$ cat src/rtl/sys_cmd_ctrl.sv
// Command controller between the UART receiver and the register file / ALU / TX FIFO.
// It parses RX bytes into write, read and ALU commands, drives the register-file and ALU
// strobes, and pushes the response bytes into the TX FIFO. All outputs are registered.
module sys_cmd_ctrl #(
    parameter int unsigned DATA_WIDTH   = 8,
    parameter int unsigned ADDR_WIDTH   = 4,
    parameter int unsigned FUN_WIDTH    = 4,
    parameter int unsigned WAIT_TIMEOUT = 255
) (
    input  logic                    i_clk,
    input  logic                    i_rst,
    input  logic [DATA_WIDTH-1:0]   i_rx_p_data,
    input  logic                    i_rx_d_vld,
    input  logic                    i_frame_err,
    output logic [ADDR_WIDTH-1:0]   o_rf_addr,
    output logic [DATA_WIDTH-1:0]   o_rf_wr_data,
    output logic                    o_rf_wr_en,
    output logic                    o_rf_rd_en,
    input  logic [DATA_WIDTH-1:0]   i_rf_rd_data,
    input  logic                    i_rf_rd_vld,
    output logic [FUN_WIDTH-1:0]    o_alu_fun,
    output logic                    o_alu_en,
    output logic                    o_clk_gate_en,
    input  logic [2*DATA_WIDTH-1:0] i_alu_out,
    input  logic                    i_alu_out_vld,
    output logic [DATA_WIDTH-1:0]   o_tx_p_data,
    output logic                    o_tx_d_vld,
    input  logic                    i_tx_full
);

    localparam int unsigned CntW = $clog2(WAIT_TIMEOUT + 1);

    localparam logic [DATA_WIDTH-1:0] CmdWrite  = DATA_WIDTH'(8'hAA);
    localparam logic [DATA_WIDTH-1:0] CmdRead   = DATA_WIDTH'(8'hBB);
    localparam logic [DATA_WIDTH-1:0] CmdAluOp  = DATA_WIDTH'(8'hCC);
    localparam logic [DATA_WIDTH-1:0] CmdAluNop = DATA_WIDTH'(8'hDD);

    // ALU operands live at fixed register-file locations
    localparam logic [ADDR_WIDTH-1:0] OpAAddr = ADDR_WIDTH'(0);
    localparam logic [ADDR_WIDTH-1:0] OpBAddr = ADDR_WIDTH'(1);

    typedef enum logic [3:0] {
        StIdle,
        StWrAddr,
        StWrData,
        StRdAddr,
        StRdWait,
        StOpA,
        StOpB,
        StFun,
        StAluWait,
        StTxHi,
        StTxLo
    } state_e;

    // Registered state and outputs
    state_e                  r_state;
    logic [ADDR_WIDTH-1:0]   r_rf_addr;
    logic [DATA_WIDTH-1:0]   r_rf_wr_data;
    logic                    r_rf_wr_en;
    logic                    r_rf_rd_en;
    logic [FUN_WIDTH-1:0]    r_alu_fun;
    logic                    r_alu_en;
    logic                    r_clk_gate_en;
    logic [DATA_WIDTH-1:0]   r_tx_p_data;
    logic                    r_tx_d_vld;
    logic [2*DATA_WIDTH-1:0] r_resp;
    logic [CntW-1:0]         r_wait_cnt;

    // Next-state values
    state_e                  w_state_d;
    logic [ADDR_WIDTH-1:0]   w_rf_addr_d;
    logic [DATA_WIDTH-1:0]   w_rf_wr_data_d;
    logic                    w_rf_wr_en_d;
    logic                    w_rf_rd_en_d;
    logic [FUN_WIDTH-1:0]    w_alu_fun_d;
    logic                    w_alu_en_d;
    logic                    w_clk_gate_en_d;
    logic [DATA_WIDTH-1:0]   w_tx_p_data_d;
    logic                    w_tx_d_vld_d;
    logic [2*DATA_WIDTH-1:0] w_resp_d;
    logic [CntW-1:0]         w_wait_cnt_d;

    logic [CntW-1:0]         w_wait_cnt_inc;
    logic                    w_timeout;
    logic [ADDR_WIDTH-1:0]   w_rx_addr;
    logic [FUN_WIDTH-1:0]    w_rx_fun;

    assign w_wait_cnt_inc = r_wait_cnt + CntW'(1);
    assign w_timeout      = (w_wait_cnt_inc == CntW'(WAIT_TIMEOUT));
    // Upper address / function bits are silently discarded
    assign w_rx_addr      = i_rx_p_data[ADDR_WIDTH-1:0];
    assign w_rx_fun       = i_rx_p_data[FUN_WIDTH-1:0];

    // Next-state and next-output decode; strobes default low so they last one cycle
    always_comb begin
        w_state_d       = r_state;
        w_rf_addr_d     = r_rf_addr;
        w_rf_wr_data_d  = r_rf_wr_data;
        w_rf_wr_en_d    = 1'b0;
        w_rf_rd_en_d    = 1'b0;
        w_alu_fun_d     = r_alu_fun;
        w_alu_en_d      = 1'b0;
        w_clk_gate_en_d = 1'b0;
        w_tx_p_data_d   = r_tx_p_data;
        w_tx_d_vld_d    = 1'b0;
        w_resp_d        = r_resp;
        w_wait_cnt_d    = r_wait_cnt;

        unique case (r_state)
            StIdle: begin
                if (i_rx_d_vld) begin
                    case (i_rx_p_data)
                        CmdWrite:  w_state_d = StWrAddr;
                        CmdRead:   w_state_d = StRdAddr;
                        CmdAluOp:  w_state_d = StOpA;
                        CmdAluNop: w_state_d = StFun;
                        default:   w_state_d = StIdle;
                    endcase
                end
            end

            StWrAddr: begin
                if (i_frame_err) begin
                    w_state_d = StIdle;
                end else if (i_rx_d_vld) begin
                    w_rf_addr_d = w_rx_addr;
                    w_state_d   = StWrData;
                end
            end

            StWrData: begin
                if (i_frame_err) begin
                    w_state_d = StIdle;
                end else if (i_rx_d_vld) begin
                    w_rf_wr_data_d = i_rx_p_data;
                    w_rf_wr_en_d   = 1'b1;
                    w_state_d      = StIdle;
                end
            end

            StRdAddr: begin
                if (i_frame_err) begin
                    w_state_d = StIdle;
                end else if (i_rx_d_vld) begin
                    w_rf_addr_d  = w_rx_addr;
                    w_rf_rd_en_d = 1'b1;
                    w_wait_cnt_d = '0;
                    w_state_d    = StRdWait;
                end
            end

            StRdWait: begin
                // A valid pulse on the timeout cycle still wins
                if (i_rf_rd_vld) begin
                    w_resp_d     = {{DATA_WIDTH{1'b0}}, i_rf_rd_data};
                    w_wait_cnt_d = '0;
                    w_state_d    = StTxLo;
                end else if (w_timeout) begin
                    w_wait_cnt_d = '0;
                    w_state_d    = StIdle;
                end else begin
                    w_wait_cnt_d = w_wait_cnt_inc;
                end
            end

            StOpA: begin
                if (i_frame_err) begin
                    w_state_d = StIdle;
                end else if (i_rx_d_vld) begin
                    w_rf_addr_d    = OpAAddr;
                    w_rf_wr_data_d = i_rx_p_data;
                    w_rf_wr_en_d   = 1'b1;
                    w_state_d      = StOpB;
                end
            end

            StOpB: begin
                if (i_frame_err) begin
                    w_state_d = StIdle;
                end else if (i_rx_d_vld) begin
                    w_rf_addr_d    = OpBAddr;
                    w_rf_wr_data_d = i_rx_p_data;
                    w_rf_wr_en_d   = 1'b1;
                    w_state_d      = StFun;
                end
            end

            StFun: begin
                if (i_frame_err) begin
                    w_state_d = StIdle;
                end else if (i_rx_d_vld) begin
                    w_alu_fun_d     = w_rx_fun;
                    w_alu_en_d      = 1'b1;
                    w_clk_gate_en_d = 1'b1;
                    w_wait_cnt_d    = '0;
                    w_state_d       = StAluWait;
                end
            end

            StAluWait: begin
                // Clock gate stays open until the result is captured or we give up
                if (i_alu_out_vld) begin
                    w_resp_d     = i_alu_out;
                    w_wait_cnt_d = '0;
                    w_state_d    = StTxHi;
                end else if (w_timeout) begin
                    w_wait_cnt_d = '0;
                    w_state_d    = StIdle;
                end else begin
                    w_clk_gate_en_d = 1'b1;
                    w_wait_cnt_d    = w_wait_cnt_inc;
                end
            end

            StTxHi: begin
                if (!i_tx_full) begin
                    w_tx_p_data_d = r_resp[2*DATA_WIDTH-1:DATA_WIDTH];
                    w_tx_d_vld_d  = 1'b1;
                    w_state_d     = StTxLo;
                end
            end

            StTxLo: begin
                if (!i_tx_full) begin
                    w_tx_p_data_d = r_resp[DATA_WIDTH-1:0];
                    w_tx_d_vld_d  = 1'b1;
                    w_state_d     = StIdle;
                end
            end

            default: begin
                w_state_d = StIdle;
            end
        endcase
    end

    // State and output registers with synchronous reset
    always_ff @(posedge i_clk) begin
        if (i_rst) begin
            r_state       <= StIdle;
            r_rf_addr     <= '0;
            r_rf_wr_data  <= '0;
            r_rf_wr_en    <= 1'b0;
            r_rf_rd_en    <= 1'b0;
            r_alu_fun     <= '0;
            r_alu_en      <= 1'b0;
            r_clk_gate_en <= 1'b0;
            r_tx_p_data   <= '0;
            r_tx_d_vld    <= 1'b0;
            r_resp        <= '0;
            r_wait_cnt    <= '0;
        end else begin
            r_state       <= w_state_d;
            r_rf_addr     <= w_rf_addr_d;
            r_rf_wr_data  <= w_rf_wr_data_d;
            r_rf_wr_en    <= w_rf_wr_en_d;
            r_rf_rd_en    <= w_rf_rd_en_d;
            r_alu_fun     <= w_alu_fun_d;
            r_alu_en      <= w_alu_en_d;
            r_clk_gate_en <= w_clk_gate_en_d;
            r_tx_p_data   <= w_tx_p_data_d;
            r_tx_d_vld    <= w_tx_d_vld_d;
            r_resp        <= w_resp_d;
            r_wait_cnt    <= w_wait_cnt_d;
        end
    end

    assign o_rf_addr     = r_rf_addr;
    assign o_rf_wr_data  = r_rf_wr_data;
    assign o_rf_wr_en    = r_rf_wr_en;
    assign o_rf_rd_en    = r_rf_rd_en;
    assign o_alu_fun     = r_alu_fun;
    assign o_alu_en      = r_alu_en;
    assign o_clk_gate_en = r_clk_gate_en;
    assign o_tx_p_data   = r_tx_p_data;
    assign o_tx_d_vld    = r_tx_d_vld;

endmodule

$ cat config.mk
export PLATFORM = sky130hd
export DESIGN_NAME = sys_cmd_ctrl
export DESIGN_NICKNAME = d
export VERILOG_FILES = /design/src/rtl/sys_cmd_ctrl.sv
export SDC_FILE = /design/constraint.sdc
export NUM_CORES = 1
export LEC_CHECK = 0
export CAP_MARGIN = 20
export CORE_MARGIN = 5
export CORE_UTILIZATION = 40
export DETAILED_ROUTE_END_ITERATION = 7
export PLACE_DENSITY = 0.74
export SLEW_MARGIN = 30
export SYNTH_ARGS = -nofsm -noshare
export SYNTH_HDL_FRONTEND = slang
export SYNTH_SLANG_ARGS = --single-unit
$ cat constraint.sdc
create_clock -name i_clk -period 2.4 [get_ports i_clk]
set_clock_uncertainty 0.05 [all_clocks]
set_input_delay 0.6 -clock i_clk [delete_from_list [all_inputs] [get_ports i_clk]]
set_output_delay 0.6 -clock i_clk [all_outputs]
set_load 0.01 [all_outputs]
== Yosys cells after proc, flatten, opt, wreduce, memory -nomap -nowiden ==
Cells that the tools add are included.
Widths: inputs -> output; s select.
Cells by class
  $add $sub $neg: 1
  multipliers: 0
  div/mod/pow operators: 0
  order comparisons: 0
  equality and inequality tests: 34
  shift-type cells: 0
  muxes and demuxes: 44
  bitwise operators: 5
  reduce and logical (&&, ||, !) cells: 20
Operators with widths (number)
  $mux 4: 23
  $mux 8: 7
  $pmux 4 s11: 1
  $eq 8x8->1 const B: 5
  $mux 16: 2
  $pmux 16 s2: 1
  $pmux 8 s3: 1
  $ne 2x2->1 const B: 11
  $ne 3x3->1 const B: 6
  $eq 4x3->1 const B: 4
  $pmux 8 s2: 1
  $reduce_and 3->1: 5
  $reduce_or 2->1: 7
  $eq 4x4->1 const B: 3
  $pmux 3 s4: 1
  $pmux 4 s3: 1
  $reduce_and 9->1: 1
  $add 8x1->8 const B: 1
  $eq 4x2->1 const B: 2
  $reduce_and 7->1: 1
  $reduce_bool 3->1: 2
  $mux 1: 5
  $not 1->1: 5
  $eq 4x1->1 const B: 1
  5 further kinds: 7
Word-level totals
  register bits after elaboration: 57
  latch bits: 0
  RAM bits: 0
  bits in read-only memories: 0
  input port bits: 39
  logic and storage cells: 116
  memories: 0

== Logic depth before layout (Yosys ltp) ==
  depth in word-level cells: 5
  gate-level depth with buffers: 8
  gate-level depth less buffers: 7

== Worst setup path before layout ==
No wires, ideal clock.
  path type: reg-to-reg
  from: reg r_wait_cnt[0]
  to: reg r_state[2]
  arrival time: 1.816 ns
  path slack: 0.412 ns
  stages on the path, launching flop included: 8
  path buffers: 0
  clock period less this slack: 1.988 ns
  cells stage by stage: dfxtp_1 ha_1 nand3_1 or2b_2 a221oi_4 nand3_2 a211oi_1 nor3_1
Between the ends
  cells in the longest elaborated chain, start to end: 5
Ends and longest elaborated chain
  from (decl): line 68  | logic [CntW-1:0] r_wait_cnt;
  from (signal assigned): line 265  | r_wait_cnt <= w_wait_cnt_d;
  $add 8x1->8 *: line 89  | assign w_wait_cnt_inc = r_wait_cnt + CntW'(1);
  $eq 8x8->1 *: line 90  | assign w_timeout = (w_wait_cnt_inc == CntW'(WAIT_TIMEOUT));
  $mux 4 *
  $mux 4 (on tied branches)
  $pmux 4 s11 *
  to (signal assigned): line 241  | r_state <= StIdle;
  to (signal assigned): line 254  | r_state <= w_state_d;
  to (decl): line 57  | state_e r_state;
Every way passes the cells marked *; elsewhere a longest branch is shown, timed or not.
A chain may end at the register's enable or synchronous reset.

== Worst setup path after layout ==
  from: reg r_wait_cnt[1]
  to: reg r_wait_cnt[7]
Between the ends
  cells in the longest elaborated chain, start to end: 5
Ends and longest elaborated chain
  $add 8x1->8 *: line 89
  $eq 8x8->1: line 90
  $mux 8 *: line 159, 207
  $mux 8 (on tied branches): line 203, 155
  $pmux 8 s3 *: line 110  | unique case (r_state)
Marked as above.

==> run_results.csv <==
group,metric,value,unit
yosys,synth-seq-cells,57,
sta,rsz0062_at_grt,"false",
power_and_ir_drop,comb_power_share,7.0,%
floorplan,die_h,94.0,µm
final_layout,drive_above_1_share,14.5,%
sta,setup_violations,0,
power_and_ir_drop,intPower,1610,µW
yosys,syn_nets,370,
final_layout,utilization,57.3,%
yosys,syn_inst,329,
clock_tree,cts_buffers,9,
power_and_ir_drop,clock_power_share,47.4,%
global_route,grt_max_degree,29,
yosys,synthArstFlopShare,0,%
sta,relSlewSlack,63.0,%
power_and_ir_drop,seq_power_share,45.6,%
clock_tree,clk_pin_slew,0.07,ns
route,via_per_inst,5.26,
yosys,syn-mean-instance-area,8.57,µm²
sta,hold_viol,0,
floorplan,initial_core_util,41.3,%
route,drt_iter0_drc,145,
clock_tree,postCtsSetupBuffers,0,
job,max-cap-violations,0,
worst_setup_path,path_cells,"ha_1, nand3_1, or2b_2, a221oi_4, a311oi_4, buf_4, a21oi_1, o22ai_1",
yosys,ys.flop_type,"dfxtp_1",
power_and_ir_drop,power.switching,464,µW
floorplan,rows,30,
floorplan,die_w,94.0,µm
yosys,syn_area,0.00282,mm²
clock_tree,cts_max_level,3,
floorplan,core-area,0.00683,mm²
yosys,yosysSeqAreaShare,40.5,%
worst_setup_path,cp_max_fo,6,
clock_tree,cts_tree,"yes",
clock_tree,clock_latency,0.33,ns
final_layout,area_growth,39.0,%
route,num_vias,2675,
route,drt-wirelength-per-cell,14.5,µm
global_route,grt_pass1_wl,11900,µm
final_layout,final_cells,509,
yosys,synth_cell_types,51,
worst_setup_path,required,2.56,ns
power_and_ir_drop,power_switching_share,22.3,%
global_route,grt_usage,17.0,%
sta,tightest_slew,0.555,ns
worst_setup_path,critPathArrivalTime,2.41,ns
clock_tree,clk_path_buf_depth,2,
global_route,grt_remaining_overflow,0,
yosys,synth_edf_count,0,
floorplan,io_pins,68,
placed_design,place_congestion,0.917,
run_status,outcome,"finished, final reports clean",
final_layout,n_fill_cell,626,
sta,fin_crit,2.25,ns
placed_design,numPortBuffers,67,
sta,fmax,0.445,GHz
worst_setup_path,critPathSlowestCell,"dfxtp_1",
clock_tree,clock_sinks,57,
sta,fin_crit_sh,93.7,%
yosys,yosys_warnings,0,
worst_setup_path,startpoint_type,"flop",
clock_tree,cts_root_buf,"clkbuf_8",
final_layout,diodes,0,
worst_setup_path,critPathMaxStageDelay,0.43,ns
power_and_ir_drop,finalPower,2080,µW
power_and_ir_drop,peakVddDrop,468,µV
global_route,grt_pass1_vias,2561,
sta,drv_slew,0,
min_path,hold_path_class,"flop to flop",
power_and_ir_drop,power_density,530,mW/mm²
route,finalWirelength,7390,µm
worst_setup_path,worst-r2r-setup-slack,0.15,ns
power_and_ir_drop,p_leak,0.00131,µW
route,antenna_left,0,
final_layout,fin_nets,449,
worst_setup_path,cp-end-kind,"flop",
global_route,antenna_found_initial,0,
route,firstDrtPassIters,4,
placed_design,placed_cells,493,
placed_design,hpwlAfterDp,5420,µm
route,drc,0,
floorplan,die_area,0.00883,mm²
worst_setup_path,crit_type,"flop to flop",
per-stage QoR:
| step | hold WS [ns] | setup WS (ns) | TNS [ns] | cell area, µm² |
|---|---|---|---|---|
| 3_5_place_dp | 0.394 | -0.0981 | -0.591 | 3700 |
| 2_1_floorplan | 0.381 | 0.412 | 0 | 2820 |
| 6_report | 0.405 | 0.151 | 0 | 3920 |
| 3_3_place_gp | 0.388 | -0.0681 | -0.289 | 3700 |
| 4_1_cts | 0.404 | 0.118 | 0 | 3920 |
| 5_1_grt | 0.427 | 0.0285 | 0 | 3920 |
flip-flops by register name (all words and copies together) (netlist names), 4 cells and up:
register	flops
o_alu_fun	4
o_rf_addr	4
o_rf_wr_data	8
o_tx_p_data	8
r_resp	16
r_state	4
r_wait_cnt	8
final timing paths:
check	start	end	depth (start not counted)
worst max-delay path	r_wait_cnt[1]	r_wait_cnt[7]	8
worst min-delay path	r_resp[10]	r_resp[10]	2
worst max register to register	r_wait_cnt[1]	r_wait_cnt[7]	8
worst min register to register	r_resp[10]	r_resp[10]	2
per-layer routing:
layer	vias to the layer above	global-route usage, %	share of wire (%)
li1	1327	-	-
met4	0	7.10	1.7
met2	77	28.1	49
met5	-	0	0
met3	13	3.85	4.9
met1	1258	21.1	45
Yosys cell counts, types with 3 or more instances:
cell type   n  area, µm²
nand2b_1    5       31.3
o22ai_1     6       37.5
xor2_1      3       26.3
inv_1       9       33.8
o21ai_0     5       25.0
clkbuf_1    9       33.8
mux2i_1    27        270
buf_2       7       35.0
nor3_1      7       35.0
or2_2       5       31.3
a211oi_1   19        143
buf_4       4       30.0
nor2_1     49        184
a21oi_1    26        130
a22oi_1     3       22.5
nand2_1    29        109
dfxtp_1    57       1140
nand3_1    18       90.1
worst max-delay path, delay by kind of cell (launching register included):
family / cells / cell delay, ns
AO/OA/AOI/OAI: 4 / 0.73
AND/OR/NAND/NOR: 2 / 0.50
adder cells (fa/ha/maj): 1 / 0.23
flip-flops: 1 / 0.43
buffers and inverters: 1 / 0.18
logic make-up (layout without fill, tap and decap cells):
kind of cell             Yosys count  after routing  share of synthesized area, %
AO/OA/AOI/OAI                     74             74                          19.4
XOR/XNOR                           5              5                          1.55
adder cells (fa/ha/maj)            2              2                         0.888
buffers and inverters             30            114                          4.84
flip-flops                        57             57                          40.5
multiplexers                      27             27                          9.59
AND/OR/NAND/NOR                  134            134                          23.3
area by class of cell:
class | count | area [µm²] | area share (%)
sequential | 57 | 1140 | 29.2
timing repair buffer | 89 | 856 | 21.8
clock buffer | 9 | 124 | 3.16
clock inverter | 7 | 95.1 | 2.43
multi-input combinational | 242 | 1550 | 39.5
inverter | 9 | 33.8 | 0.862
tap | 96 | 120 | 3.07
layout by cell type, fill, tap and decap left out, drive strengths merged, types with 4 or more instances in the layout:
cell type       n
a211oi         19
a21oi          27
buf            23
clkbuf          9
clkdlybuf4s50  66
clkinv          4
dfxtp          57
inv             9
mux2i          27
nand2          30
nand2b          5
nand3          19
nor2           49
nor3            8
o21ai           7
o22ai           6
or2             5
what timing repair did:
| item | CTS | global route |
|---|---|---|
| hold buffers | 0 | 0 |
| gates resized for setup | 0 | 1 |
| setup endpoints to repair | 0 | 1 |
| endpoints found under the hold margin | 0 | 0 |
power groups by stage:
| stage | Combinational, µW | Sequential (µW) | Clock, µW |
|---|---|---|---|
| after global placement | 143 | 969 | 0 |
| after CTS | 144 | 947 | 1010 |
| after floorplan | 47.4 | 969 | 0 |
| final | 145 | 948 | 985 |
| after detailed placement | 143 | 969 | 0 |
| after global routing | 155 | 947 | 1060 |
Power figures use the tool's default switching activity.
